File: src/rtl/ex_stage_pipe_reg_if.sv
// DOF -> EX pipeline register bundle: DOF fields and hazard controls in,
// EX fields, PC/IR enables and stall/flush statistics out.
interface ex_stage_pipe_reg_if #(
  parameter int DW    = 8,
  parameter int CNT_W = 16
);
  logic             dhs;
  logic             flush;
  logic             cnt_clr;
  logic [2:0]       da_dof;
  logic             rw_dof;
  logic             md_dof;
  logic             mw_dof;
  logic [4:0]       fs_dof;
  logic [DW-1:0]    a_dof;
  logic [DW-1:0]    b_dof;

  logic             pc_en;
  logic             ir_en;
  logic             valid_ex;
  logic [2:0]       da_ex;
  logic             rw_ex;
  logic             md_ex;
  logic             mw_ex;
  logic [4:0]       fs_ex;
  logic [DW-1:0]    a_ex;
  logic [DW-1:0]    b_ex;
  logic [CNT_W-1:0] stall_cnt;
  logic [CNT_W-1:0] flush_cnt;
  logic             stall_err;

  modport master (
    output dhs, flush, cnt_clr,
    output da_dof, rw_dof, md_dof, mw_dof,
    output fs_dof, a_dof, b_dof,
    input  pc_en, ir_en, valid_ex,
    input  da_ex, rw_ex, md_ex, mw_ex,
    input  fs_ex, a_ex, b_ex,
    input  stall_cnt, flush_cnt, stall_err
  );

  modport slave (
    input  dhs, flush, cnt_clr,
    input  da_dof, rw_dof, md_dof, mw_dof,
    input  fs_dof, a_dof, b_dof,
    output pc_en, ir_en, valid_ex,
    output da_ex, rw_ex, md_ex, mw_ex,
    output fs_ex, a_ex, b_ex,
    output stall_cnt, flush_cnt, stall_err
  );
endinterface

File: src/rtl/ex_stage_pipe_reg.sv
// DOF/EX pipeline register: bubbles on stall or flush, holds PC/IR on
// stall, and keeps saturating stall/flush statistics.
module ex_stage_pipe_reg #(
  parameter int DW        = 8,
  parameter int CNT_W     = 16,
  parameter int MAX_STALL = 2
) (
  input  logic               clk,
  input  logic               rst_n,
  ex_stage_pipe_reg_if.slave bus
);

  localparam int SW = $clog2(MAX_STALL + 2);
  localparam logic [SW-1:0] RUN_SAT = SW'(MAX_STALL + 1);
  localparam logic [SW-1:0] RUN_LIM = SW'(MAX_STALL);

  typedef struct packed {
    logic          valid;
    logic [2:0]    da;
    logic          rw;
    logic          md;
    logic          mw;
    logic [4:0]    fs;
    logic [DW-1:0] a;
    logic [DW-1:0] b;
  } ex_t;

  typedef enum logic [1:0] {
    ACT_LOAD,
    ACT_STALL,
    ACT_FLUSH
  } act_e;

  act_e             act;
  ex_t              dof;
  ex_t              ex_d;
  ex_t              ex_q;
  logic [SW-1:0]    run_d;
  logic [SW-1:0]    run_q;
  logic [CNT_W-1:0] scnt_d;
  logic [CNT_W-1:0] scnt_q;
  logic [CNT_W-1:0] fcnt_d;
  logic [CNT_W-1:0] fcnt_q;
  logic             err_d;
  logic             err_q;

  assign dof = '{
    valid: 1'b1,
    da:    bus.da_dof,
    rw:    bus.rw_dof,
    md:    bus.md_dof,
    mw:    bus.mw_dof,
    fs:    bus.fs_dof,
    a:     bus.a_dof,
    b:     bus.b_dof
  };

  // Flush outranks stall; items kept disjoint
  always_comb begin
    act = ACT_LOAD;
    unique case (1'b1)
      bus.flush:               act = ACT_FLUSH;
      !bus.flush && !bus.dhs:  act = ACT_STALL;
      default:                 act = ACT_LOAD;
    endcase
  end

  always_comb begin
    ex_d   = '0;
    run_d  = '0;
    scnt_d = scnt_q;
    fcnt_d = fcnt_q;
    err_d  = err_q;
    unique case (act)
      ACT_LOAD: ex_d = dof;
      ACT_STALL: begin
        run_d = (run_q == RUN_SAT) ? run_q
                                   : run_q + 1'b1;
        if (scnt_q != '1)
          scnt_d = scnt_q + 1'b1;
        if (run_q >= RUN_LIM)
          err_d = 1'b1;
      end
      ACT_FLUSH: begin
        if (fcnt_q != '1)
          fcnt_d = fcnt_q + 1'b1;
      end
      default: ex_d = '0;
    endcase
    // Clear beats any same-cycle increment
    if (bus.cnt_clr) begin
      scnt_d = '0;
      fcnt_d = '0;
      err_d  = 1'b0;
    end
  end

  always_ff @(posedge clk or negedge rst_n) begin
    if (!rst_n) begin
      ex_q   <= '0;
      run_q  <= '0;
      scnt_q <= '0;
      fcnt_q <= '0;
      err_q  <= 1'b0;
    end else begin
      ex_q   <= ex_d;
      run_q  <= run_d;
      scnt_q <= scnt_d;
      fcnt_q <= fcnt_d;
      err_q  <= err_d;
    end
  end

  assign bus.pc_en     = rst_n & (bus.dhs | bus.flush);
  assign bus.ir_en     = rst_n & (bus.dhs | bus.flush);
  assign bus.valid_ex  = ex_q.valid;
  assign bus.da_ex     = ex_q.da;
  assign bus.rw_ex     = ex_q.rw;
  assign bus.md_ex     = ex_q.md;
  assign bus.mw_ex     = ex_q.mw;
  assign bus.fs_ex     = ex_q.fs;
  assign bus.a_ex      = ex_q.a;
  assign bus.b_ex      = ex_q.b;
  assign bus.stall_cnt = scnt_q;
  assign bus.flush_cnt = fcnt_q;
  assign bus.stall_err = err_q;

endmodule

File: src/flat_wrapper.sv
// flat-port wrapper written by rule: the top's interface ports become plain ports
module ex_stage_pipe_reg_flat 
#(
  parameter int DW        = 8,
  parameter int CNT_W     = 16,
  parameter int MAX_STALL = 2
)
  (clk, rst_n, bus_dhs, bus_flush, bus_cnt_clr, bus_da_dof, bus_rw_dof, bus_md_dof, bus_mw_dof, bus_fs_dof, bus_a_dof, bus_b_dof, bus_pc_en, bus_ir_en, bus_valid_ex, bus_da_ex, bus_rw_ex, bus_md_ex, bus_mw_ex, bus_fs_ex, bus_a_ex, bus_b_ex, bus_stall_cnt, bus_flush_cnt, bus_stall_err);
  ex_stage_pipe_reg_if #(.DW(DW), .CNT_W(CNT_W)) bus_i ();
  input  logic clk;
  input  logic rst_n;
  input wire logic [$bits(bus_i.dhs)-1:0] bus_dhs;
  input wire logic [$bits(bus_i.flush)-1:0] bus_flush;
  input wire logic [$bits(bus_i.cnt_clr)-1:0] bus_cnt_clr;
  input wire logic [$bits(bus_i.da_dof)-1:0] bus_da_dof;
  input wire logic [$bits(bus_i.rw_dof)-1:0] bus_rw_dof;
  input wire logic [$bits(bus_i.md_dof)-1:0] bus_md_dof;
  input wire logic [$bits(bus_i.mw_dof)-1:0] bus_mw_dof;
  input wire logic [$bits(bus_i.fs_dof)-1:0] bus_fs_dof;
  input wire logic [$bits(bus_i.a_dof)-1:0] bus_a_dof;
  input wire logic [$bits(bus_i.b_dof)-1:0] bus_b_dof;
  output wire logic [$bits(bus_i.pc_en)-1:0] bus_pc_en;
  output wire logic [$bits(bus_i.ir_en)-1:0] bus_ir_en;
  output wire logic [$bits(bus_i.valid_ex)-1:0] bus_valid_ex;
  output wire logic [$bits(bus_i.da_ex)-1:0] bus_da_ex;
  output wire logic [$bits(bus_i.rw_ex)-1:0] bus_rw_ex;
  output wire logic [$bits(bus_i.md_ex)-1:0] bus_md_ex;
  output wire logic [$bits(bus_i.mw_ex)-1:0] bus_mw_ex;
  output wire logic [$bits(bus_i.fs_ex)-1:0] bus_fs_ex;
  output wire logic [$bits(bus_i.a_ex)-1:0] bus_a_ex;
  output wire logic [$bits(bus_i.b_ex)-1:0] bus_b_ex;
  output wire logic [$bits(bus_i.stall_cnt)-1:0] bus_stall_cnt;
  output wire logic [$bits(bus_i.flush_cnt)-1:0] bus_flush_cnt;
  output wire logic [$bits(bus_i.stall_err)-1:0] bus_stall_err;
  assign bus_i.dhs = bus_dhs;
  assign bus_i.flush = bus_flush;
  assign bus_i.cnt_clr = bus_cnt_clr;
  assign bus_i.da_dof = bus_da_dof;
  assign bus_i.rw_dof = bus_rw_dof;
  assign bus_i.md_dof = bus_md_dof;
  assign bus_i.mw_dof = bus_mw_dof;
  assign bus_i.fs_dof = bus_fs_dof;
  assign bus_i.a_dof = bus_a_dof;
  assign bus_i.b_dof = bus_b_dof;
  assign bus_pc_en = bus_i.pc_en;
  assign bus_ir_en = bus_i.ir_en;
  assign bus_valid_ex = bus_i.valid_ex;
  assign bus_da_ex = bus_i.da_ex;
  assign bus_rw_ex = bus_i.rw_ex;
  assign bus_md_ex = bus_i.md_ex;
  assign bus_mw_ex = bus_i.mw_ex;
  assign bus_fs_ex = bus_i.fs_ex;
  assign bus_a_ex = bus_i.a_ex;
  assign bus_b_ex = bus_i.b_ex;
  assign bus_stall_cnt = bus_i.stall_cnt;
  assign bus_flush_cnt = bus_i.flush_cnt;
  assign bus_stall_err = bus_i.stall_err;
  ex_stage_pipe_reg #(.DW(DW), .CNT_W(CNT_W), .MAX_STALL(MAX_STALL)) u_core (.clk(clk), .rst_n(rst_n), .bus(bus_i));
endmodule
File: config.mk
export PLATFORM = sky130hd
export DESIGN_NAME = ex_stage_pipe_reg_flat
export DESIGN_NICKNAME = d
export VERILOG_FILES = /design/src/rtl/ex_stage_pipe_reg_if.sv /design/src/rtl/ex_stage_pipe_reg.sv /design/src/flat_wrapper.sv
export SDC_FILE = /design/constraint.sdc
export NUM_CORES = 1
export LEC_CHECK = 0
export ABC_AREA = 1
export CAP_MARGIN = 30
export CORE_AREA = 4 4 94 96
export CTS_CLUSTER_DIAMETER = 120
export DETAILED_ROUTE_END_ITERATION = 16
export DIE_AREA = 0 0 98 100
export GPL_ROUTABILITY_DRIVEN = 0
export HOLD_SLACK_MARGIN = 0.12
export PLACE_DENSITY = 0.69
export SLEW_MARGIN = 20
export SYNTH_ARGS = -nofsm -noshare
export SYNTH_HDL_FRONTEND = slang
export SYNTH_SLANG_ARGS = --single-unit
File: constraint.sdc
create_clock -name clk -period 3.4 [get_ports clk]
set_clock_uncertainty 0.1 [all_clocks]
set_input_delay 0.85 -clock clk [delete_from_list [all_inputs] [get_ports clk]]
set_output_delay 0.85 -clock clk [all_outputs]
set_load 0.05 [all_outputs]
Yosys cells after proc, flatten, opt, wreduce, memory -nomap -nowiden. Index checks and enable logic that the tools add are counted.

$add $sub $neg: 3. $lt $le $gt $ge: 1. Equality and inequality tests: 6. Mux-type cells: 13. Bitwise gates (word level): 2. Reduce and logical (&&, ||, !) cells: 12.

Operators with widths (number): 2-to-1 mux 16 bit (6); adder 16 x 1 -> 16 bit (second input constant) (2); != test 16 bit (second input constant) (2); 2-to-1 mux 28 bit (1); nonzero test 2 bit (5); AND reduction 2 bit (3); == test 2 bit (second input constant) (2); 2-to-1 mux 2 bit (2); case mux 2 bit (2 select lines) (1); 2-to-1 mux 1 bit (3); adder 2 x 1 -> 2 bit (second input constant) (1); == test 2 x 1 -> 1 bit (second input constant) (1); greater-or-equal comparator 2 bit (second input constant) (1); zero test 1 bit (2); zero test 2 bit (1); != test 2 bit (second input constant) (1); AND 1 bit (1); logical AND 1 bit (1); bitwise OR 1 bit (1).

Register bits after elaboration: 63. Input port bits: 32. Output and inout bits: 63. Word-level logic and storage cells: 49.

Depth between registers and ports, before layout.
Depth after elaboration: 6. Gate-level depth with buffers: 10. Gate-level depth less buffers: 10.

Worst setup path after synthesis. No wires, ideal clock.

Kind: input to output. From: input port bus_dhs. To: output port bus_pc_en. Arrival: 1.944 ns. Data required time: 2.450 ns. Setup slack: 0.506 ns. Stages on the path: 3. Buffers on the path: 1. Cell sequence: nor2_1 > nor2_1 > buf_4.

Word-level cells in the longest chain between the ends: 2.

Ends and longest elaborated chain: start, declared (line flat_wrapper.sv:12) `input wire logic [$bits(bus_i.dhs)-1:0] bus_dhs;`; bitwise OR 1 bit; AND 1 bit; end, declared (line flat_wrapper.sv:22) `output wire logic [$bits(bus_i.pc_en)-1:0] bus_pc_en;`.

Every way passes these cells.

Final worst setup path.
From: input port bus_flush. To: output port bus_ir_en.

Word-level cells in the longest chain between the ends: 2.

Ends and longest elaborated chain: start, declared (line flat_wrapper.sv:13) `input wire logic [$bits(bus_i.flush)-1:0] bus_flush;`; bitwise OR 1 bit (line ex_stage_pipe_reg.sv:115) `assign bus.ir_en = rst_n & (bus.dhs | bus.flush);`; AND 1 bit (line ex_stage_pipe_reg.sv:115); end, declared (line flat_wrapper.sv:23) `output wire logic [$bits(bus_i.ir_en)-1:0] bus_ir_en;`.

Every way passes these cells.

==> qor.yml <==
clock_tree:
  cts_tree: "yes"
  cts_resized: 0
  clock-sinks: 63
  path_clk_slew_ns: 0.07
  root_buffer: "clkbuf_8"
  clock_path_buffers: 2
  numCtsBuffers: 9
  post-cts-setup-buffers: 0
  clock_latency_ns: 0.33
  postCtsHoldBufs: 0
  htree_num_levels: 3
worst_setup_path:
  cp_max_fo: 2
  criticalPathCategory: "input port to output port"
  startpoint_type: "input port"
  critical_path_required_ns: 2.45
  cp-end-kind: "output port"
  crit_arrival_ns: 1.92
sta:
  period_minus_slack_ns: 2.87
  max_slew.worst_pin.slew_ns: 0.786
  slew_violations: 0
  setup_viol: 0
  max_freq_mhz: 349
  rsz0062_at_grt: "no"
  finalSetupTns_ns: 0
  holdWs_ns: 0.391
  finalHoldViolCount: 0
  timing.final.ws_setup_ns: 0.533
  period_share: 0.843
  maxSlewHeadroom: 0.476
grt:
  grt_pass1_wl_um: 12400
  antenna_found_initial: 0
  overflow: 0
  grt_pass1_vias: 2715
  grt_use_total: 0.154
  grt_max_degree: 64
power_and_ir_drop:
  peakVddDrop_v: 0.000224
  p_switching_uw: 459
  power_frac_clock: 0.416
  intPower_uw: 1270
  p_leak_uw: 0.00200
  swShare: 0.266
  p_comb_frac: 0.131
  power_density_mw_per_mm2: 393
  power_uw: 1730
  seqPwrFrac: 0.453
route:
  postRouteAntennaNets: 0
  vias: 2809
  drt-pass1-iter-count: 4
  wl_per_cell_um: 11.9
  drc_errors: 0
  via_per_inst: 4.57
  drtIter0Drc: 147
  wirelength_um: 7290
logic_synthesis:
  synth_cells: 404
  ys_seq_elements: 63
  synth_area_leaders: "dfrtp_1 (51%), nand2_1 (14%), nor2_1 (7.9%)"
  synth_fp_nets: 440
  async_reset_ff_frac: 1.00
  yosysUniqueCellTypes: 27
  syn_area_mm2: 0.00312
  synth_top_area_frac: 0.505
  synth_flop_cell: "dfrtp_1"
  syn_area_per_cell_um2: 7.72
  synth_largest_area_cell: "dfrtp_1"
  synthTopCellsByCount: "nand2_1 (114), nor2_1 (66), dfrtp_1 (63)"
  yosysWarnings: 0
  ys_seq_area_frac: 0.505
  synth-edff-count: 0
  synth.most_common_cell: "nand2_1"
die:
  coreArea_mm2: 0.00805
  rows: 33
  die_h_um: 100
  die_w_um: 98
  die-area_mm2: 0.00980
  start_util: 0.387
  io-pin-count: 95
layout:
  fin_util: 0.545
  syn_to_final_growth_pct: 40.7
  diodes: 0
  layout-drive-gt1-share: 0.0707
  fillers: 756
  nets: 540
flow_run:
  drv_cap: 0
placement:
  dp_hpwl_um: 5340
  post-place-ws_ns: 0.513
  io_buffers: 94
min_path:
  hp-class: "flop to flop"
status:
  outcome: "complete, no violations"
-- critical path, cell delays in order --
cell and delay, ns:
clkdlybuf4s50_1 0.49, nor2_1 0.06, nor2_1 0.32, buf_12 0.19
-- routing by layer --
layer	vias up	share of wire	GRT usage
met4	0	0.011	0.0628
met3	7	0.071	0.0473
li1	1435	-	-
met5	-	0	0
met1	1293	0.44	0.184
met2	74	0.48	0.261
-- cell type report --
cell class                 instances  area [um^2]  share of cell area
sequential                        63         1580               0.359
tap                              105          131              0.0299
timing repair buffer              98          986               0.225
inverter                          58          218              0.0496
clock buffer                       9          124              0.0282
multi-input combinational        274         1250               0.286
clock inverter                     7         97.6              0.0222
-- state kept, by name (all words and copies together) (netlist names), 2 cells and up --
signal and count:
u_core.bus.b_ex 8, u_core.bus.stall_cnt 16, u_core.bus.fs_ex 5, u_core.bus.a_ex 8, u_core.run_q 2, u_core.bus.flush_cnt 16
u_core.bus.da_ex 3
-- cell families after synthesis --
logic type                 share of synthesized area
AOI/OAI and AO/OA                             0.0618
xor gates and xnor gates                      0.0281
adders and majority gates                     0.0160
buffers and inverters                         0.0923
DFF                                            0.505
and+or+nand+nor                                0.296
-- power by group through the flow --
stage | logic (uW) | registers (uW) | clock network (uW)
2_1_floorplan | 57.1 | 861 | 0
3_3_place_gp | 228 | 796 | 0
3_5_place_dp | 230 | 796 | 0
4_1_cts | 231 | 781 | 742
5_1_grt | 245 | 784 | 772
6_report | 226 | 781 | 718
-- worst paths after layout --
| path | endpoint | slack [ns] | cells past startpoint | startpoint |
|---|---|---|---|---|
| min reg2reg | u_core.run_q[0]$_DFFE_PN0P_ | 0.39 | 1 | u_core.run_q[0]$_DFFE_PN0P_ |
| max in group asynchronous | u_core.bus.fs_ex[0]$_DFF_PN0_ | 2.01 | 2 | rst_n |
| min in group asynchronous | u_core.bus.flush_cnt[7]$_DFFE_PN0P_ | 0.65 | 2 | rst_n |
| max reg2reg | u_core.bus.flush_cnt[3]$_DFFE_PN0P_ | 1.47 | 10 | u_core.bus.flush_cnt[1]$_DFFE_PN0P_ |
| min | u_core.run_q[0]$_DFFE_PN0P_ | 0.39 | 1 | u_core.run_q[0]$_DFFE_PN0P_ |
| max | bus_ir_en | 0.53 | 4 | bus_flush |
-- per-stage QoR --
step	std cells	instance area, um^2
final	614	4390
after global routing	614	4390
after CTS	614	4390
after detailed placement	598	4170
after global placement	598	4170
after floorplan	404	3120
-- layout by cell type (no fill, tap or decap), drive strengths merged, types with 4 or more instances in the layout --
| cell | instances |
|---|---|
| dfrtp | 63 |
| buf | 7 |
| clkbuf | 9 |
| o21bai | 4 |
| nor2 | 71 |
| clkdlybuf4s50 | 91 |
| inv | 57 |
| nand4 | 6 |
| ha | 4 |
| o21ai | 28 |
| nand2 | 119 |
| nand3 | 22 |
| xor2 | 8 |
| clkinv | 4 |
(Power assumes the default switching activity.)
